<file path="src/rtl/ula_seq.sv">
// ---------------------------------------------------------------------------
// ula_seq -- ULA multi-cycle operation sequencer
//
// Sits between the registered ula_op from the instruction decoder and the
// ULA's iterative / floating-point units.
//
// Operation overview:
//   - Single-cycle ops pass straight through: acc_we is raised in the same
//     cycle and nothing stalls.
//   - Long-latency ops fire a one-cycle mc_start to the selected unit and
//     stall fetch/decode for L-1 cycles. acc_we is then pulsed in the
//     op's L-th (completion) cycle.
//   - flush aborts an op that is in flight (mc_abort), or suppresses an
//     op being issued.
//
// Ports:
//   clk        in   system clock
//   rst        in   asynchronous reset, active-high
//   issue      in   valid instruction presented this cycle (low on NOP)
//   ula_op     in   [5:0] registered ULA opcode
//   flush      in   abort of the in-flight op (jump/return redirect)
//   stall      out  hold PC, prefetch and decoder registers
//   mc_start   out  one-cycle start strobe to the selected multi-cycle unit
//   mc_sel     out  [2:0] unit select: 0 none, 1 MLT, 2 FADD, 3 FMLT,
//                   4 DIV, 5 FDIV, 6 CNV
//   mc_abort   out  one-cycle abort strobe to the unit
//   acc_we     out  accumulator write enable
//   busy       out  multi-cycle op in flight
//   stall_cnt  out  [15:0] saturating count of stall cycles
// ---------------------------------------------------------------------------
module ula_seq #(
    parameter int CNTW     = 6,
    parameter int MLT_LAT  = 1,
    parameter int FADD_LAT = 3,
    parameter int FMLT_LAT = 3,
    parameter int DIV_LAT  = 8,
    parameter int FDIV_LAT = 10,
    parameter int CNV_LAT  = 2
) (
    input  logic        clk,
    input  logic        rst,
    input  logic        issue,
    input  logic [5:0]  ula_op,
    input  logic        flush,
    output logic        stall,
    output logic        mc_start,
    output logic [2:0]  mc_sel,
    output logic        mc_abort,
    output logic        acc_we,
    output logic        busy,
    output logic [15:0] stall_cnt
);

    // -----------------------------------------------------------------------
    // Elaboration-time latency sanity checks
    // -----------------------------------------------------------------------
    // Largest latency the down-counter can hold.
    localparam int LAT_MAX = (1 << CNTW) - 1;

    if (MLT_LAT < 1 || MLT_LAT > LAT_MAX) begin : g_bad_mlt_lat
        $error("ula_seq: MLT_LAT out of range");
    end
    if (FADD_LAT < 1 || FADD_LAT > LAT_MAX) begin : g_bad_fadd_lat
        $error("ula_seq: FADD_LAT out of range");
    end
    if (FMLT_LAT < 1 || FMLT_LAT > LAT_MAX) begin : g_bad_fmlt_lat
        $error("ula_seq: FMLT_LAT out of range");
    end
    if (DIV_LAT < 1 || DIV_LAT > LAT_MAX) begin : g_bad_div_lat
        $error("ula_seq: DIV_LAT out of range");
    end
    if (FDIV_LAT < 1 || FDIV_LAT > LAT_MAX) begin : g_bad_fdiv_lat
        $error("ula_seq: FDIV_LAT out of range");
    end
    if (CNV_LAT < 1 || CNV_LAT > LAT_MAX) begin : g_bad_cnv_lat
        $error("ula_seq: CNV_LAT out of range");
    end

    // -----------------------------------------------------------------------
    // Unit select codes
    // -----------------------------------------------------------------------
    localparam logic [2:0] SEL_NONE = 3'd0;
    localparam logic [2:0] SEL_MLT  = 3'd1;
    localparam logic [2:0] SEL_FADD = 3'd2;
    localparam logic [2:0] SEL_FMLT = 3'd3;
    localparam logic [2:0] SEL_DIV  = 3'd4;
    localparam logic [2:0] SEL_FDIV = 3'd5;
    localparam logic [2:0] SEL_CNV  = 3'd6;

    localparam logic [CNTW-1:0] CNT_ONE = CNTW'(1);

    // -----------------------------------------------------------------------
    // State
    // -----------------------------------------------------------------------
    typedef enum logic {
        IDLE = 1'b0,
        RUN  = 1'b1
    } state_t;

    state_t          state_q,     state_d;
    logic [CNTW-1:0] cnt_q,       cnt_d;
    logic [2:0]      op_sel_q,    op_sel_d;
    logic [15:0]     stall_cnt_q, stall_cnt_d;

    // Ungated output values; everything is forced low while rst is high.
    logic       stall_c;
    logic       mc_start_c;
    logic [2:0] mc_sel_c;
    logic       mc_abort_c;
    logic       acc_we_c;
    logic       busy_c;

    // -----------------------------------------------------------------------
    // Latency / unit lookup
    // -----------------------------------------------------------------------
    // Unmapped (or unknown) opcodes fall into the default branch, which makes
    // them single-cycle with no unit selected.
    logic [2:0]      lk_sel;
    logic [CNTW-1:0] lk_lat;

    always_comb begin
        lk_sel = SEL_NONE;
        lk_lat = CNT_ONE;
        case (ula_op)
            6'd4: begin
                lk_sel = SEL_MLT;
                lk_lat = CNTW'(MLT_LAT);
            end
            6'd3: begin
                lk_sel = SEL_FADD;
                lk_lat = CNTW'(FADD_LAT);
            end
            6'd5: begin
                lk_sel = SEL_FMLT;
                lk_lat = CNTW'(FMLT_LAT);
            end
            6'd6, 6'd8: begin
                lk_sel = SEL_DIV;
                lk_lat = CNTW'(DIV_LAT);
            end
            6'd7: begin
                lk_sel = SEL_FDIV;
                lk_lat = CNTW'(FDIV_LAT);
            end
            6'd25, 6'd26, 6'd27, 6'd28: begin
                lk_sel = SEL_CNV;
                lk_lat = CNTW'(CNV_LAT);
            end
            default: begin
                lk_sel = SEL_NONE;
                lk_lat = CNT_ONE;
            end
        endcase
    end

    // -----------------------------------------------------------------------
    // Next-state and output logic
    // -----------------------------------------------------------------------
    always_comb begin
        state_d    = state_q;
        cnt_d      = cnt_q;
        op_sel_d   = op_sel_q;
        stall_c    = 1'b0;
        mc_start_c = 1'b0;
        mc_sel_c   = SEL_NONE;
        mc_abort_c = 1'b0;
        acc_we_c   = 1'b0;
        busy_c     = 1'b0;

        case (state_q)
            IDLE: begin
                // flush only ever masks an issue here; it never raises a
                // strobe by itself.
                if (issue && !flush) begin
                    mc_sel_c = lk_sel;
                    if (lk_lat == CNT_ONE) begin
                        // Single-cycle op, including a unit whose latency
                        // is configured to 1: write back now, no start.
                        acc_we_c = 1'b1;
                    end else begin
                        // Cycle C0 of a long op; this cycle counts as the
                        // first stalled one, so L-1 cycles remain in RUN.
                        mc_start_c = 1'b1;
                        stall_c    = 1'b1;
                        cnt_d      = lk_lat - CNT_ONE;
                        op_sel_d   = lk_sel;
                        state_d    = RUN;
                    end
                end
            end

            RUN: begin
                // issue is ignored here: the decoder keeps presenting the
                // same op while stalled.
                busy_c   = 1'b1;
                mc_sel_c = op_sel_q;
                if (flush) begin
                    // Abort beats completion, so a flush in the final
                    // cycle still suppresses the accumulator write.
                    mc_abort_c = 1'b1;
                    state_d    = IDLE;
                    cnt_d      = '0;
                    op_sel_d   = SEL_NONE;
                end else if (cnt_q == CNT_ONE) begin
                    // Completion cycle: release the pipeline and write.
                    acc_we_c = 1'b1;
                    state_d  = IDLE;
                    cnt_d    = '0;
                    op_sel_d = SEL_NONE;
                end else begin
                    stall_c = 1'b1;
                    cnt_d   = cnt_q - CNT_ONE;
                end
            end

            default: begin
                state_d  = IDLE;
                cnt_d    = '0;
                op_sel_d = SEL_NONE;
            end
        endcase
    end

    // Saturating stall-cycle counter; only reset clears it.
    always_comb begin
        stall_cnt_d = stall_cnt_q;
        if (stall_c && (stall_cnt_q != 16'hFFFF)) begin
            stall_cnt_d = stall_cnt_q + 16'd1;
        end
    end

    // -----------------------------------------------------------------------
    // Registers
    // -----------------------------------------------------------------------
    always_ff @(posedge clk or posedge rst) begin
        if (rst) begin
            state_q     <= IDLE;
            cnt_q       <= '0;
            op_sel_q    <= SEL_NONE;
            stall_cnt_q <= '0;
        end else begin
            state_q     <= state_d;
            cnt_q       <= cnt_d;
            op_sel_q    <= op_sel_d;
            stall_cnt_q <= stall_cnt_d;
        end
    end

    // -----------------------------------------------------------------------
    // Outputs: the combinational terms also depend on issue/ula_op, so they
    // are gated to keep every output low for as long as rst is held.
    // -----------------------------------------------------------------------
    assign stall     = stall_c    & ~rst;
    assign mc_start  = mc_start_c & ~rst;
    assign mc_sel    = rst ? SEL_NONE : mc_sel_c;
    assign mc_abort  = mc_abort_c & ~rst;
    assign acc_we    = acc_we_c   & ~rst;
    assign busy      = busy_c     & ~rst;
    assign stall_cnt = stall_cnt_q;

endmodule

</file>
<file path="config.mk">
export PLATFORM = sky130hd
export DESIGN_NAME = ula_seq
export DESIGN_NICKNAME = d
export VERILOG_FILES = /design/src/rtl/ula_seq.sv
export SDC_FILE = /design/constraint.sdc
export NUM_CORES = 1
export LEC_CHECK = 0
export BUFFER_PORTS_ARGS = -buffer_cell sky130_fd_sc_hd__buf_2
export CAP_MARGIN = 20
export CORE_MARGIN = 10
export CORE_UTILIZATION = 58
export DETAILED_ROUTE_END_ITERATION = 10
export GPL_TIMING_DRIVEN = 0
export PLACE_DENSITY = 0.84
export SLEW_MARGIN = 20
export SYNTH_ARGS = -nofsm -noshare
export SYNTH_HDL_FRONTEND = slang
export SYNTH_SLANG_ARGS = --single-unit
</file>
<file path="constraint.sdc">
create_clock -name clk -period 3.3 [get_ports clk]
set_input_delay 0.165 -clock clk [delete_from_list [all_inputs] [get_ports clk]]
set_output_delay 0.165 -clock clk [all_outputs]
set_load 0.02 [all_outputs]
</file>
After elaboration in Yosys (flattened, before gate mapping)
Memories as Yosys holds them, arrays and structs flattened.
Index checks and enable logic that the tools add are counted.
Storage, ports and cells
  input bits: 10
  logic and storage cells: 54
  output and inout port bits: 24
  ROM bits: 192
  memories kept: 1
  register bits after elaboration: 26
  memory bits (writable): 0
  latch bits: 0
Operators by class
  $mul: 0
  shift operators: 0
  bitwise operators: 7
  divide/modulo/power cells: 0
  $add $sub $neg: 3
  multiplexer cells: 28
  order comparisons: 0
  reduce and logical (&&, ||, !) cells: 5
  equality and inequality tests: 6
Memories
  (no name shown): depth 32, bits a word 6, rd ports 1, clocked after memory_dff 0, write ports 0, line 124  | case (ula_op)
Operators by type and width (number)
  $mux W6: 4
  $mux W3: 6
  $add A16 B1 Y16 const B: 1
  $ne A16 B16 Y1 const B: 1
  $eq A6 B1 Y1 const B: 2
  $mux W1: 12
  $pmux W3 S2: 2
  $pmux W6 S2: 1
  $sub A6 B1 Y6 const B: 2
  $mux W9: 1
  $and A1 B1 Y1: 5
  $ne A2 B2 Y1 const B: 2
  $pmux W1 S2: 2
  $ne A3 B2 Y1 const B: 1
  $reduce_and A3 Y1: 1
  $logic_and A1 B1 Y1: 2
  $not A1 Y1: 2
  $reduce_and A2 Y1: 1
  $logic_not A1 Y1: 1

Logic depth before layout (Yosys ltp)
Gate-level depths: netlist of run 1.
An unclocked memory read counts as a cell.
  word-level depth: 7
  depth in mapped cells: 11
  depth with buffers taken out: 10

Worst setup path before layout of run 1
Ideal clock, no wire load.
  path type: input port to output port
  start point: input ula_op[1]
  end point: output mc_start
  data required time: 3.135 ns
  stages on the path: 7
  setup slack: 0.451 ns
  path buffers: 1
  arrival: 2.684 ns
  cells stage by stage: buf_2 -> or4b_4 -> a21oi_1 -> a31oi_1 -> or2_2 -> ha_1 -> a2111oi_0
On the way
  word-level cells in the longest chain between the ends: 7
RTL lines
  start, declared: line 43  | input logic [5:0] ula_op,
  $mem_v2 Z32 W6
  $mux W9: line 124
  $eq A6 B1 Y1: line 176  | if (lk_lat == CNT_ONE) begin
  $mux W1: line 176
  $mux W1: line 174  | if (issue && !flush) begin
  $mux W1: line 170  | case (state_q)
  $and A1 B1 Y1: line 254  | assign mc_start = mc_start_c & ~rst;
  end, declared: line 46  | output logic mc_start,
No other way between the ends.

Worst setup path after layout of run 1
  start point: register cnt_q[3]
  end point: output stall
On the way
  word-level cells in the longest chain between the ends: 5
RTL lines
  start, declared: line 101  | logic [CNTW-1:0] cnt_q, cnt_d;
  start signal, assigned: line 243  | cnt_q <= cnt_d;
  $eq A6 B1 Y1: line 204  | end else if (cnt_q == CNT_ONE) begin
  $mux W1: line 204
  $mux W1: line 197  | if (flush) begin
  $pmux W1 S2: line 170
  $and A1 B1 Y1: line 253  | assign stall = stall_c & ~rst;
  end, declared: line 45  | output logic stall,
No other way between the ends.

==> flow_summary_export.csv, run 1 <==
group,metric,value,unit
synthesis,synth_top_cell_area_share,39.2,%
sta,rsz0062_at_grt,"no",
placement,placedCellCount,239,
status,outcome,"complete, no violations",
setup_path,reg2reg_depth,6,
layout,drive_gt1_share,24.3,%
synthesis,syn_area_per_cell,9.37,um2
sta,finalClockSkew,0.0116,ns
routing,drcViolationCount,0,
layout,syn_to_final_growth,16.0,%
synthesis,yosys_warnings,0,
synthesis,yosysUniqueCellTypes,47,
clock_tree,post_cts_resized,0,
layout,final_cells,245,
clock_tree,ctsHoldBuffers,0,
setup_path,end_kind,"primary output",
routing,first_iter_violations,172,
global_route,grt_max_degree,29,
routing,drt_wl_total,4050,um
global_route,grt_pass1_wl,6880,um
clock_tree,cts_setup_buffers,0,
placement,io_buffers,31,
routing,viasPerCell,6.18,
placement,hpwlAfterDp,3090,um
synthesis,synth_edf_count,0,
setup_path,required,3.13,ns
clock_tree,cts_tree,"yes",
routing,wl_per_cell,16.5,um
sta,maxSlewViolCount,0,
run,maxCapViolCount,0,
pwr,power.leakage,0.000943,uW
synthesis,syn_inst,177,
sta,post-route-period-util,83.8,%
sta,finalHoldViolCount,0,
sta,tightest_slew,0.770,ns
layout,nNetsFinal,231,
synthesis,synth_top_cell_by_area,"dfrtp_1",
floorplanning,die_area,0.00540,mm2
synthesis,ys_ff_latch,26,
hold_path,min_path_type,"in -> async",
global_route,grt.total_usage,15.4,%
clock_tree,clk_latency,0.32,ns
sta,maxSlewHeadroom,48.2,%
clock_tree,clock_path_buffers,2,
setup_path,critical_path_class,"reg -> out",
routing,dr_total_vias,1513,
synthesis,synth_area,0.00166,mm2
synthesis,seq_area_frac_synth,39.2,%
synthesis,synth_flop_cell,"dfrtp_1",
floorplanning,fp.dieW,73.5,um
floorplanning,row_count,19,
setup_path,critPathMaxFanout,10,
floorplanning,start_util,60.2,%
synthesis,yosys-top-cells-area,"dfrtp_1 (39%), xor2_1 (6.3%), ha_1 (4.5%)",
clock_tree,numCtsBuffers,3,
floorplanning,ios,34,
setup_path,r2r_start,"cnt_q[3]",
synthesis,synth_fp_nets,193,
sta,min_period,2.77,ns
sta,max_freq,362,MHz
setup_path,r2r_end,"stall_cnt[6]",
setup_path,worstPathArrival,2.60,ns
setup_path,r2r_setup_slack,0.83,ns
layout,design_area,0.00192,mm2
global_route,grt-ovfl-total,0,
routing,antenna_left,0,
floorplanning,coreArea,0.00276,mm2
clock_tree,numClockSinks,26,
clock_tree,clk_pin_slew,0.14,ns
floorplanning,die_y,73.5,um
clock_tree,cts-root-buf,"clkbuf_4",
routing,drt_pre_antenna_iters,4,
pwr,ir_drop,0.000348,V
placement,routabilityCongestion,0.908,
sta,fin_tns_setup,0,ns
synthesis,synthTopCellsByCount,"dfrtp_1 (26), nor2_1 (13), xor2_1 (12), inv_1 (10), nor4_1 (10)",
synthesis,synthMostInstantiatedCell,"dfrtp_1",
layout,diodes,0,
placement,place_area,0.00185,mm2
synthesis,synthArstFlopShare,100,%
global_route,grt_pass1_vias,1568,
sta,setup_violations,0,
clock_tree,htree_levels,1,
global_route,antenna_found_initial,0,
pwr,p_per_area,482,mW/mm2
setup_path,crit_path_start_kind,"flip-flop",
-- metrics by stage --
stage	util [%]	worst slack (ns)	power [uW]	hold WS (ns)
2_1_floorplan	-	0.451	660	0.216
3_3_place_gp	67.2	0.596	745	0.472
3_5_place_dp	67.2	0.469	768	0.480
4_1_cts	68.5	0.574	928	0.147
5_1_grt	69.8	0.252	993	0.324
6_report	69.8	0.535	928	0.325
-- worst max-delay path by stage --
stage | startpoint | endpoint | slack, ns | cells after the start
4_1_cts | cnt_q[3] | stall | 0.57 | 6
2_1_floorplan | ula_op[1] | mc_start | 0.45 | 7
5_1_grt | cnt_q[3] | stall | 0.25 | 6
3_5_place_dp | ula_op[1] | stall_cnt[6] | 0.47 | 11
6_report | cnt_q[3] | stall | 0.53 | 6
3_3_place_gp | ula_op[1] | stall_cnt[6] | 0.60 | 11
-- flip-flops by register name, indices dropped and copies added, names as in the netlist --
name,cells
cnt_q,6
state_q,1
stall_cnt,16
op_sel_q,3
-- cell families (layout without fill, tap and decap cells) --
| kind of cell | after synthesis | after routing | synth area share (%) |
|---|---|---|---|
| xor gates and xnor gates | 15 | 15 | 7.92 |
| AOI/OAI and AO/OA | 35 | 35 | 15.5 |
| muxes | 5 | 5 | 3.39 |
| and+or+nand+nor | 74 | 74 | 24.9 |
| buffers and inverters | 16 | 53 | 4.60 |
| DFF | 26 | 26 | 39.2 |
| adders and majority gates | 6 | 6 | 4.52 |
-- layout make-up --
class	count	area [um2]
plain buffers	5	35.0
fillers	218	833
repair buffers	33	190
clock buffers	4	36.3
inverters	11	41.3
multi-input cells	135	932
flip-flops and latches	26	651
well taps	31	38.8
-- layout by cell type, fill, tap and decap left out, types with 4 or more instances in the layout --
master and count:
or2_2 4, o21ai_0 4, nand2_1 9, nand4_1 6, nor2_1 13, xor2_1 12
nor3_1 9, ha_1 6, a21oi_1 7, buf_2 32, inv_1 9, nand3_1 4
nor4_1 10, nand2b_1 4, dfrtp_1 26
-- where the power goes --
part / leakage, uW / internal (uW) / switching, uW
clock: 0.0000210 / 67.5 / 91.2
combinational: 0.000585 / 126 / 196
sequential: 0.000337 / 377 / 69.8
total: 0.000943 / 571 / 357
-- worst max-delay path: stages (launching register included) --
cell and delay [ns]:
dfrtp_1 0.47, nor4_1 0.50, a21oi_1 0.30, nor3_2 0.58, buf_6 0.22, nor2_1 0.04, buf_2 0.15
-- per-layer routing --
metal	up-vias	share of wire, %	track usage (%)
li1	724	-	-
met5	-	0	0
met2	57	51	26.7
met4	0	2.0	7.25
met3	9	6.5	3.63
met1	723	41	17.3
Power figures use the tool's default switching activity.
==> run 2: changes to the inputs <==
Settings changed: CORE_UTILIZATION 58 to 54, PLACE_DENSITY 0.84 to 0.79.
Clock period 3.3 ns to 2.67 ns, I/O delays scaled along.
==> run 2 against run 1 <==
Net effect:
- design area is 0.84% higher
- final cell count grew 0.82%
- sequential share of layout area is 0.28 points lower
- hold slack lost 0.016 ns
- global-route usage fell by 1.3 points
- sequential power is 24% higher
- non-clock buffer count unchanged
- critical path depth rose by 5
- flip-flop and latch count is the same
==> flow_summary_export.csv, run 2 (synthesis results as in run 1) <==
group,metric,value,unit
setup_path,required,2.54,ns
setup_path,crit_top_cell,"buf_2",
floorplanning,die_area,0.00569,mm2
sta,finalHoldViolCount,0,
placement,place_area,0.00186,mm2
pwr,p_int,710,uW
floorplanning,start_util,55.2,%
setup_path,path_cells,"buf_2 -> or4b_4 -> a21oi_1 -> a31oi_1 -> or2_2 -> ha_1 -> nor3_2 -> nor3_4 -> buf_6 -> nor2_1 -> buf_2",
setup_path,worstPathArrival,2.36,ns
sta,maxSlewViolCount,0,
global_route,grt.total_usage,14.2,%
layout,drive_gt1_share,25.2,%
floorplanning,coreArea,0.00300,mm2
global_route,use_met3,2.99,%
pwr,switching_power,434,uW
sta,finalClockSkew,0.00659,ns
sta,rsz0062_at_grt,"no",
routing,first_iter_violations,122,
setup_path,crit_path_start_kind,"input port",
global_route,use_met2,25.1,%
hold_path,whs_path_depth,3,
setup_path,critical_path_class,"in -> out",
routing,wl_per_cell,15.4,um
pwr,clkPwrFrac,16.7,%
placement,io_buffers,31,
global_route,grt_pass1_vias,1493,
setup_path,critPathMaxFanout,10,
sta,setup_violations,0,
setup_path,reg2reg_depth,6,
setup_path,cpPeakStageDelay,0.56,ns
clock_tree,numCtsBuffers,3,
routing,viasPerCell,6.09,
global_route,grt_max_degree,29,
placement,hpwlAfterDp,3030,um
layout,final_common_cell,"buf_2",
pwr,p_per_area,590,mW/mm2
sta,post-route-period-util,93.3,%
pwr,ir_drop,0.000341,V
clock_tree,clk_latency,0.32,ns
clock_tree,clk_pin_slew,0.12,ns
layout,final_util,64.6,%
clock_tree,htree_levels,1,
routing,antenna_left,0,
run,maxCapViolCount,0,
sta,tightest_slew,0.853,ns
layout,largest_reg_flops,16,
layout,design_area,0.00194,mm2
layout,final_cell_mix,"buf_2 (32), dfrtp_1 (26), nor2_1 (13), xor2_1 (12)",
sta,maxSlewHeadroom,42.6,%
pwr,power.leakage,0.000946,uW
layout,diodes,0,
layout,syn_to_final_growth,17.0,%
placement,placedCellCount,241,
pwr,switching_share,37.9,%
layout,final_cells,247,
clock_tree,cts_setup_buffers,0,
global_route,use_met1,16.4,%
hold_path,min_path_type,"in -> reg",
sta,hold_slack,0.309,ns
global_route,antenna_found_initial,0,
sta,min_period,2.49,ns
routing,drt_wl_total,3800,um
global_route,grt-ovfl-total,0,
layout,nNetsFinal,231,
pwr,p_comb_share,35.0,%
floorplanning,ios,34,
routing,dr_total_vias,1504,
floorplanning,row_count,20,
clock_tree,cts_tree,"yes",
global_route,busiest_layer,"met2",
setup_path,crit_slowest_cell,"or4b_4",
routing,drt_pre_antenna_iters,4,
clock_tree,cts-root-buf,"clkbuf_4",
routing,drcViolationCount,0,
status,outcome,"complete, no violations",
floorplanning,die_y,75.4,um
clock_tree,clock_path_buffers,2,
floorplanning,fp.dieW,75.4,um
pwr,p_seq_share,48.3,%
global_route,grt_pass1_wl,6500,um
placement,routabilityCongestion,0.904,
clock_tree,numClockSinks,26,
setup_path,end_kind,"primary output",
sta,max_freq,402,MHz
[run 2: cell types whose count changed in the layout (fill, tap and decap cells not counted)]
cell / delta
nor4_2: +1
a2111oi_0: -1
a2111oi_1: +1
nor4_1: -1
nor3_1: -1
clkbuf_16: -1
nor3_4: +1
buf_12: +1
[run 2: cell type report]
cell class | count | area (um2)
multi-input combinational | 135 | 951
clock buffer | 4 | 36.3
timing repair buffer | 33 | 185
tap | 33 | 41.3
buffer | 5 | 35.0
fill | 267 | 1060
inverter | 11 | 41.3
sequential | 26 | 651
[run 2: stage by stage]
stage / setup TNS [ns] / worst slack (ns) / total power (uW)
4_1_cts: 0 / 0.0355 / 1140
5_1_grt: 0 / 0.0303 / 1230
2_1_floorplan: 0 / 0.145 / 816
3_5_place_dp: -0.266 / -0.0771 / 948
3_3_place_gp: -0.0225 / -0.0148 / 921
6_report: 0 / 0.180 / 1140
[run 2: worst max-delay path, delay by kind of cell]
family	cells	cell delay, ns
compound gates	2	0.24
fa+ha+maj	1	0.25
buf+inv	3	0.50
simple gates	5	1.24
[run 2: path summary, 6_finish.rpt]
check | from | endpoint | slack, ns
min reg2reg | stall_cnt[15] | stall_cnt[15] | 0.50
min in group asynchronous | rst | stall_cnt[7] | 0.45
max reg2reg | cnt_q[3] | stall_cnt[10] | 0.53
max | ula_op[1] | stall | 0.18
min | ula_op[5] | op_sel_q[0] | 0.31
max in group asynchronous | rst | stall_cnt[10] | 2.08
[run 2: layer usage]
layer / routed length, um / part of all wire, %
met1: 1670 / 44
met5: 0 / 0
met3: 162 / 4.3
met2: 1920 / 51
met4: 46 / 1.2
[run 2: power by group through the flow]
stage | sequential [uW] | clock (uW) | combinational (uW)
after floorplan | 585 | 0 | 231
after global placement | 549 | 0 | 372
after detailed placement | 556 | 0 | 392
after CTS | 549 | 197 | 392
after global routing | 565 | 219 | 445
final | 553 | 191 | 400
[run 2: repair_timing]
item                                    in CTS  in global routing
hold buffers                                 0                  2
hold endpoints to repair                     0                 26
endpoints found under the setup margin       0                  1
gates resized for setup                      0                  3
==> run 3: changes to the inputs <==
Clock period 2.67 ns to 2.8 ns, I/O delays scaled along.
==> run 3 against run 2 <==
Net effect:
- total power grew 0.59%
- critical endpoint unchanged
- clock skew is 0.0033 ns lower
- global-route usage is 0.19 points higher
- die area did not move
- largest power group unchanged
- clock power grew 31%
- via count down 0.93%
- non-clock buffer count unchanged
- design area grew 0.84%
- core utilization is 0.54 points higher
==> flow_summary_export.csv, run 3 (synthesis results as in run 1) <==
group,metric,value,unit
sta,finalClockSkew,0.00330,ns
routing,antenna_left,0,
routing,first_iter_violations,177,
setup_path,crit_slowest_cell,"or4b_4",
layout,final_util,65.2,%
placement,routabilityCongestion,0.897,
floorplanning,die_area,0.00569,mm2
clock_tree,numCtsBuffers,3,
routing,top_layer_used,"met4",
floorplanning,die_y,75.4,um
sta,tightest_slew,0.780,ns
sta,maxSlewHeadroom,47.5,%
routing,drcViolationCount,0,
hold_path,min_path_type,"in -> async",
clock_tree,clk_latency,0.31,ns
sta,maxSlewViolCount,0,
clock_tree,cts_tree,"yes",
routing,wl_per_cell,15.6,um
floorplanning,start_util,55.2,%
placement,io_buffers,31,
run,maxCapViolCount,0,
routing,dr_total_vias,1490,
layout,nNetsFinal,231,
sta,post-route-period-util,91.6,%
routing,met3_length,225,um
global_route,grt.total_usage,14.4,%
layout,final_cell_mix,"buf_2 (32), dfrtp_1 (26), nor2_1 (13), xor2_1 (12), nor4_1 (10)",
routing,dr_wl_met2,1950,um
routing,viasPerCell,6.03,
global_route,grt-ovfl-total,0,
setup_path,critPathMaxFanout,10,
setup_path,crit_end,"stall",
placement,hpwlAfterDp,3020,um
floorplanning,row_count,20,
layout,fillers,265,
setup_path,critical_path_class,"in -> out",
clock_tree,htree_levels,1,
sta,setup_violations,0,
pwr,power.leakage,0.000955,uW
global_route,grt_max_degree,29,
layout,syn_to_final_growth,17.9,%
routing,drt_wl_total,3860,um
setup_path,cpPeakStageDelay,0.56,ns
floorplanning,coreArea,0.00300,mm2
floorplanning,ios,34,
sta,hold_slack,0.329,ns
setup_path,crit_buf_inv,3,
setup_path,end_kind,"primary output",
setup_path,r2r_end,"stall_cnt[10]",
setup_path,r2r_start,"cnt_q[3]",
setup_path,startpoint,"ula_op[1]",
pwr,ir_drop,0.000304,V
layout,final_common_cell,"buf_2",
setup_path,worstPathArrival,2.42,ns
clock_tree,clock_path_buffers,2,
global_route,grt_pass1_wl,6730,um
setup_path,crit_top_cell,"buf_2",
layout,diodes,0,
setup_path,crit_cells,11,
clock_tree,numClockSinks,26,
setup_path,crit_family,"simple AND/OR/NAND/NOR gates",
status,outcome,"complete, no violations",
clock_tree,cts-root-buf,"clkbuf_4",
global_route,antenna_found_initial,0,
layout,largest_reg_flops,16,
layout,drive_gt1_share,24.8,%
sta,rsz0062_at_grt,"no",
setup_path,path_cells,"buf_2 -> or4b_4 -> a21oi_1 -> a31oi_1 -> or2_2 -> ha_1 -> nor3_2 -> nor3_4 -> buf_6 -> nor2_1 -> buf_2",
sta,min_period,2.56,ns
setup_path,reg2reg_depth,6,
routing,drt_pre_antenna_iters,4,
setup_path,r2r_setup_slack,0.55,ns
pwr,p_per_area,588,mW/mm2
global_route,grt_pass1_vias,1518,
clock_tree,clk_pin_slew,0.14,ns
routing,wl_met1,1680,um
setup_path,required,2.66,ns
floorplanning,fp.dieW,75.4,um
sta,max_freq,390,MHz
setup_path,crit_path_start_kind,"input port",
sta,finalHoldViolCount,0,
## run 3: cell types whose count changed in the layout (fill, tap and decap cells not counted)
cell | before | now
clkbuf_8 | 1 | 0
a2111oi_1 | 1 | 0
nor4_1 | 9 | 10
bufinv_16 | 0 | 1
buf_16 | 0 | 1
nor4_2 | 1 | 0
buf_12 | 1 | 0
a2111oi_0 | 0 | 1
## run 3: cell type report
class,count,area (um2),share of cell area [%]
Clock inverter,1,30.0,1.53
Timing Repair Buffer,33,193,9.85
Tap cell,33,41.3,2.11
Multi-Input combinational cell,135,943,48.2
Clock buffer,3,22.5,1.15
Buffer,5,35.0,1.79
Sequential cell,26,651,33.2
Inverter,11,41.3,2.11
## run 3: worst min path at each step
| stage | end | slack [ns] |
|---|---|---|
| after floorplan | cnt_q[0] | 0.19 |
| after global placement | op_sel_q[1] | 0.47 |
| after detailed placement | stall_cnt[15] | 0.48 |
| after CTS | state_q | 0.14 |
| after global routing | op_sel_q[0] | 0.31 |
| final | cnt_q[5] | 0.33 |
## run 3: report_power, final
part           switching, uW  total [uW]  internal (uW)
sequential              78.3         523            445
clock                    107         251            145
combinational            227         377            149
total                    412        1150            739
## run 3: repair_timing
action,in CTS,in global routing
endpoints found under the setup margin,0,1
gates resized for setup,0,2
hold buffers,0,1
setup buffers,0,0
hold endpoints to repair,0,5
## run 3: routing by layer
metal | track usage (%) | up-vias
li1 | - | 728
met1 | 17.7 | 724
met2 | 24.9 | 36
met3 | 3.39 | 2
met4 | 2.89 | 0
met5 | 0 | -
## run 3: through the flow
| step | power, uW | setup slack (ns) | instance area [um2] | std cells | setup TNS, ns |
|---|---|---|---|---|---|
| 5_1_grt | 1240 | 0.0138 | 1960 | 247 | 0 |
| 4_1_cts | 1150 | 0.155 | 1910 | 245 | 0 |
| 3_5_place_dp | 899 | -0.0444 | 1860 | 241 | -0.0444 |
| 2_1_floorplan | 778 | 0.000562 | 1660 | 177 | 0 |
| 3_3_place_gp | 878 | 0.117 | 1860 | 241 | 0 |
| 6_report | 1150 | 0.236 | 1960 | 247 | 0 |
## run 3: worst register-to-register path: stages, from the launching register on
cell     delay, ns
dfrtp_1       0.47
nor4_1        0.46
a21oi_1       0.30
nor3_4        0.44
buf_6         0.20
nor4_1        0.07
xor2_1        0.19
